<file path="src/rtl/pattern_seq_pkg.sv">
// Shared types for the timed bit-pattern sequencer.
// Holds the FSM state enum and the playback mode encodings.
package pattern_seq_pkg;

    typedef enum logic {
        IDLE = 1'b0,
        RUN  = 1'b1
    } state_t;

    localparam logic MODE_ONESHOT = 1'b0;
    localparam logic MODE_CONT    = 1'b1;

endpackage

</file>
<file path="src/rtl/pattern_seq_gen_step_timer.sv">
// Step-period timer: counts clocks while enabled and ticks on cnt == period-1.
// Ports: clk, reset, clear (restart count), en, period (>=1), tick.
module step_timer #(
    parameter int TIMER_W = 32
) (
    input  logic               clk,
    input  logic               reset,
    input  logic               clear,
    input  logic               en,
    input  logic [TIMER_W-1:0] period,
    output logic               tick
);

    logic [TIMER_W-1:0] cnt;

    // period is never zero, so period-1 cannot wrap
    assign tick = en && (cnt == period - TIMER_W'(1));

    always_ff @(posedge clk) begin
        if (reset || clear) begin
            cnt <= '0;
        end else if (en) begin
            cnt <= tick ? '0 : cnt + TIMER_W'(1);
        end
    end

endmodule

</file>
<file path="src/rtl/pattern_seq_gen.sv">
// Timed bit-pattern sequencer: STEPS-bit pattern per channel, one step per T clocks.
// Ports: clk, reset, start/stop/mode, time_set, ctrl_set -> signal, step_idx, busy, frame_tick, done.
module pattern_seq_gen
    import pattern_seq_pkg::*;
#(
    parameter int CHANNELS = 1,
    parameter int STEPS    = 8,
    parameter int TIMER_W  = 32
) (
    input  logic                       clk,
    input  logic                       reset,
    input  logic                       start,
    input  logic                       stop,
    input  logic                       mode,
    input  logic [TIMER_W-1:0]         time_set,
    input  logic [CHANNELS*STEPS-1:0]  ctrl_set,
    output logic [CHANNELS-1:0]        signal,
    output logic [$clog2(STEPS)-1:0]   step_idx,
    output logic                       busy,
    output logic                       frame_tick,
    output logic                       done
);

    localparam int SW = $clog2(STEPS);
    localparam int PW = CHANNELS * STEPS;
    localparam logic [SW-1:0] LAST = SW'(STEPS - 1);

    state_t             state_q, state_d;
    logic               mode_q, mode_d;
    logic [TIMER_W-1:0] period_q, period_d;
    logic [PW-1:0]      pat_q, pat_d;
    logic [SW-1:0]      step_q, step_d;
    logic [CHANNELS-1:0] signal_q, signal_d;
    logic               stop_pend_q, stop_pend_d;
    logic               frame_tick_q, frame_tick_d;
    logic               done_q, done_d;

    logic               timer_clear;
    logic               tick;
    logic               stop_any;
    logic [TIMER_W-1:0] time_eff;
    logic [SW-1:0]      step_nxt;

    // Pick the bit of every channel for one step
    function automatic logic [CHANNELS-1:0] column(
        input logic [PW-1:0] pat,
        input logic [SW-1:0] s
    );
        logic [CHANNELS-1:0] r;
        r = '0;
        for (int c = 0; c < CHANNELS; c++) begin
            r[c] = pat[c*STEPS + int'(s)];
        end
        return r;
    endfunction

    // A zero period behaves like one clock per step
    assign time_eff = (time_set == '0) ? TIMER_W'(1) : time_set;
    assign step_nxt = step_q + SW'(1);
    // A stop arriving on the frame-end edge still ends playback
    assign stop_any = stop_pend_q | stop;

    step_timer #(
        .TIMER_W (TIMER_W)
    ) u_timer (
        .clk    (clk),
        .reset  (reset),
        .clear  (timer_clear),
        .en     (state_q == RUN),
        .period (period_q),
        .tick   (tick)
    );

    always_comb begin
        state_d      = state_q;
        mode_d       = mode_q;
        period_d     = period_q;
        pat_d        = pat_q;
        step_d       = step_q;
        signal_d     = signal_q;
        stop_pend_d  = stop_pend_q;
        frame_tick_d = 1'b0;
        done_d       = 1'b0;
        timer_clear  = 1'b0;

        unique case (state_q)
            IDLE: begin
                if (start) begin
                    state_d     = RUN;
                    mode_d      = mode;
                    period_d    = time_eff;
                    pat_d       = ctrl_set;
                    step_d      = '0;
                    signal_d    = column(ctrl_set, '0);
                    stop_pend_d = 1'b0;
                    timer_clear = 1'b1;
                end
            end
            RUN: begin
                stop_pend_d = stop_any;
                if (tick) begin
                    if (step_q != LAST) begin
                        step_d   = step_nxt;
                        signal_d = column(pat_q, step_nxt);
                    end else begin
                        frame_tick_d = 1'b1;
                        step_d       = '0;
                        if (mode_q == MODE_ONESHOT || stop_any) begin
                            state_d     = IDLE;
                            signal_d    = '0;
                            done_d      = 1'b1;
                            stop_pend_d = 1'b0;
                        end else begin
                            // Shadows pick up the inputs only at frame boundaries
                            period_d = time_eff;
                            pat_d    = ctrl_set;
                            signal_d = column(ctrl_set, '0);
                        end
                    end
                end
            end
            default: state_d = IDLE;
        endcase
    end

    always_ff @(posedge clk) begin
        if (reset) begin
            state_q      <= IDLE;
            mode_q       <= MODE_ONESHOT;
            period_q     <= '0;
            pat_q        <= '0;
            step_q       <= '0;
            signal_q     <= '0;
            stop_pend_q  <= 1'b0;
            frame_tick_q <= 1'b0;
            done_q       <= 1'b0;
        end else begin
            state_q      <= state_d;
            mode_q       <= mode_d;
            period_q     <= period_d;
            pat_q        <= pat_d;
            step_q       <= step_d;
            signal_q     <= signal_d;
            stop_pend_q  <= stop_pend_d;
            frame_tick_q <= frame_tick_d;
            done_q       <= done_d;
        end
    end

    assign signal     = signal_q;
    assign step_idx   = step_q;
    assign busy       = (state_q == RUN);
    assign frame_tick = frame_tick_q;
    assign done       = done_q;

endmodule

</file>
<file path="config.mk">
export PLATFORM = sky130hd
export DESIGN_NAME = pattern_seq_gen
export DESIGN_NICKNAME = d
export VERILOG_FILES = /design/src/rtl/pattern_seq_pkg.sv /design/src/rtl/pattern_seq_gen_step_timer.sv /design/src/rtl/pattern_seq_gen.sv
export SDC_FILE = /design/constraint.sdc
export NUM_CORES = 1
export LEC_CHECK = 0
export BUFFER_PORTS_ARGS = -buffer_cell sky130_fd_sc_hd__buf_2
export CAP_MARGIN = 30
export CELL_PAD_IN_SITES_DETAIL_PLACEMENT = 2
export CELL_PAD_IN_SITES_GLOBAL_PLACEMENT = 2
export CORE_MARGIN = 5
export CORE_UTILIZATION = 37
export CTS_CLUSTER_DIAMETER = 100
export DETAILED_ROUTE_END_ITERATION = 7
export HOLD_SLACK_MARGIN = 0.08
export PLACE_DENSITY = 0.84
export SYNTH_ARGS = -nofsm -noshare
export SYNTH_HDL_FRONTEND = slang
export SYNTH_SLANG_ARGS = --single-unit
</file>
<file path="constraint.sdc">
create_clock -name clk -period 4.9 [get_ports clk]
set_input_delay 0.735 -clock clk [delete_from_list [all_inputs] [get_ports clk]]
set_output_delay 0.735 -clock clk [all_outputs]
set_load 0.005 [all_outputs]
</file>
==> results.py <==
metrics = {
    "outcome": {
        "status": "finished, final reports clean",
    },
    "sta": {
        "min_period_ps": 4270,
        "max_freq_mhz": 234.2,
        "period_share_pct": 87.13,
        "setup_tns_ps": 0,
        "slew_headroom_pct": 32.77,
        "rsz0062_at_grt": "no",
        "hold_violations": 0,
        "setup-violations-final": 0,
        "worst_pin_slew_ps": 999.2,
        "skew_ps": 12.97,
        "drv_slew": 0,
    },
    "clock_tree": {
        "hold_buffers": 0,
        "cts_tree": "yes",
        "cts_root_buf": "clkbuf_16",
        "cts_resized": 0,
        "numCtsBuffers": 9,
        "clk_pin_slew_ps": 60,
        "worstSkewPairLatency_ps": 360,
        "cts_setup_buffers": 0,
        "clock_path_buffers": 2,
        "cts.sinks": 81,
        "htree_num_levels": 3,
    },
    "finish": {
        "drive_above_1_share_pct": 15.24,
        "area_growth_pct": 11.68,
        "final_core_util_pct": 42.39,
        "finalNetCount": 661,
        "fillerInstances": 1469,
        "final_area_um2": 5635,
        "antennaDiodeCount": 0,
    },
    "floorplanning": {
        "die_area_um2": 16070,
        "die_w_um": 126.8,
        "placeableCoreArea_um2": 13300,
        "num_rows": 42,
        "start_util_pct": 37.95,
        "fp.dieH_um": 126.8,
        "boundaryPins": 52,
    },
    "min_path": {
        "min_path_type": "reg -> reg",
        "holdPathStages": 2,
        "whs_endpoint": "mode_q$_SDFFE_PP0P_",
        "worstHoldStart": "mode_q$_SDFFE_PP0P_",
    },
    "synth": {
        "ys_ff_latch": 81,
        "synth_seq_area_share_pct": 32.13,
        "synth_top_cell_area_share_pct": 32.13,
        "synthFlopType": "dfxtp_1",
        "synthTopCellsByArea": "dfxtp_1 32%, mux2i_1 8.7%, or2b_1 7.6%",
        "ys_async_sr_fraction_pct": 0,
        "synth_edf_count": 0,
        "syn-num-nets": 626,
        "synthesis.area_um2": 5046,
        "syn_avg_cell_area_um2": 8.745,
        "yosysUniqueCellTypes": 67,
        "synth.top_cells.by_count": "81 x dfxtp_1, 63 x nor2_1, 51 x or2b_1",
        "yosys.area.top_type": "dfxtp_1",
        "syn_inst": 577,
        "yosys_warnings": 0,
        "yosysMostFrequentCell": "dfxtp_1",
    },
    "drt": {
        "vias": 4382,
        "wl_per_cell_um": 20.73,
        "first_pass_iters": 4,
        "routed_wl_um": 16440,
        "first_iter_violations": 208,
        "drc_errors": 0,
        "ant_nets": 0,
        "via_per_inst": 5.526,
    },
    "global_route": {
        "grt_max_degree": 53,
        "antenna_found_initial": 0,
        "grt_pass1_vias": 4942,
        "grt_overflow": 0,
        "track_usage_pct": 20.99,
        "grt_first_pass_wirelength_um": 26680,
    },
    "pwr": {
        "powerDensity_nw_per_um2": 307.1,
        "p_leak_nw": 2.218,
        "ir_drop_mv": 0.1546,
    },
    "worst_setup_path": {
        "path_class": "reg -> reg",
        "cp.required_ps": 5170,
        "endpoint_kind": "flip-flop",
        "r2r_start": "period_q[4]$_SDFFE_PP0P_",
        "r2r_cells": 11,
        "regToRegSetupSlack_ps": 630,
        "cp-start-kind": "flip-flop",
        "crit_fanout": 31,
        "critPathLaunch": "period_q[4]$_SDFFE_PP0P_",
        "critPathArrivalTime_ps": 4540,
        "reg2reg_to": "period_q[17]$_SDFFE_PP0P_",
    },
    "place": {
        "portBuffers": 51,
        "gp_congestion": 0.7921,
        "place_area_um2": 5339,
        "dp_hpwl_um": 11800,
    },
    "run": {
        "max_cap_violations": 0,
    },
}
how the worst max path moves through the flow:
stage	endpoint	slack, ps
after global routing	period_q[26]$_SDFFE_PP0P_	300
after detailed placement	period_q[16]$_SDFFE_PP0P_	740
after global placement	period_q[27]$_SDFFE_PP0P_	910
after floorplan	period_q[0]$_SDFFE_PP0P_	1470
final	period_q[17]$_SDFFE_PP0P_	630
after CTS	period_q[17]$_SDFFE_PP0P_	610
layout by cell type, fill, tap and decap left out, drive strengths merged, types with 11 or more instances in the layout:
| cell type | n |
|---|---|
| nand4 | 19 |
| nand2 | 24 |
| xor2 | 32 |
| mux2i | 44 |
| buf | 58 |
| dfxtp | 81 |
| or2b | 53 |
| nor2 | 63 |
| xnor2 | 38 |
| nor4 | 24 |
| inv | 11 |
| nor3 | 17 |
| nand2b | 27 |
| nand3 | 20 |
final cells by class:
type	instances	area [um2]	area share, %
multi-input cells	451	3148	55.86
clock buffers	10	239.0	4.241
well taps	176	220.2	3.908
flip-flops and latches	81	1622	28.77
clock inverters	6	57.56	1.021
inverters	11	41.29	0.7327
repair buffers	58	307.8	5.462
logic make-up after synthesis:
kind of cell | share of synthesized area, %
flops | 32.13
xor+xnor | 12.15
mux | 10.36
buf+inv | 5.504
simple gates | 33.18
fa+ha+maj | 0.9919
compound gates | 5.678
worst max-delay path, cell delays in order, from the launching register on:
cell and delay, ps:
dfxtp_1 390, nor4_2 720, nand3_1 400, or3_1 440, o31ai_1 240, nand4_1 160
nor4b_2 400, nand3_2 90, buf_4 210, o31a_2 480, buf_4 350, mux2i_1 260
through the flow:
| stage | std cells | setup slack (ps) | hold slack [ps] | total power [W] |
|---|---|---|---|---|
| floorplan | 577 | 1469 | 455.0 | 0.0009605 |
| global placement | 777 | 912.6 | 488.4 | 0.001023 |
| detailed placement | 777 | 739.3 | 505.8 | 0.001044 |
| CTS | 793 | 611.5 | 521.9 | 0.001747 |
| global route | 793 | 304.0 | 548.9 | 0.001809 |
| finish | 793 | 630.4 | 519.3 | 0.001730 |
flip-flops by register name, summed over array words and instances (netlist names):
name,cells
step_idx,3
stop_pend_q,1
frame_tick,1
mode_q,1
u_timer.cnt,32
done,1
busy,1
signal,1
period_q,32
pat_q,8
routing by layer:
| metal | global-route usage [%] | vias to the layer above | part of all wire [%] |
|---|---|---|---|
| met1 | 25.68 | 2208 | 44 |
| met3 | 3.279 | 23 | 2.6 |
| met5 | 0 | - | 0 |
| met2 | 36.89 | 67 | 51 |
| met4 | 8.139 | 0 | 2.3 |
| li1 | - | 2084 | - |
power breakdown:
part           leakage [nW]  internal (W)  switching, W
logic                  1.41      0.000140      0.000173
clock network         0.148      0.000405      0.000290
registers             0.660      0.000684     0.0000370
(Power assumes the default switching activity.)
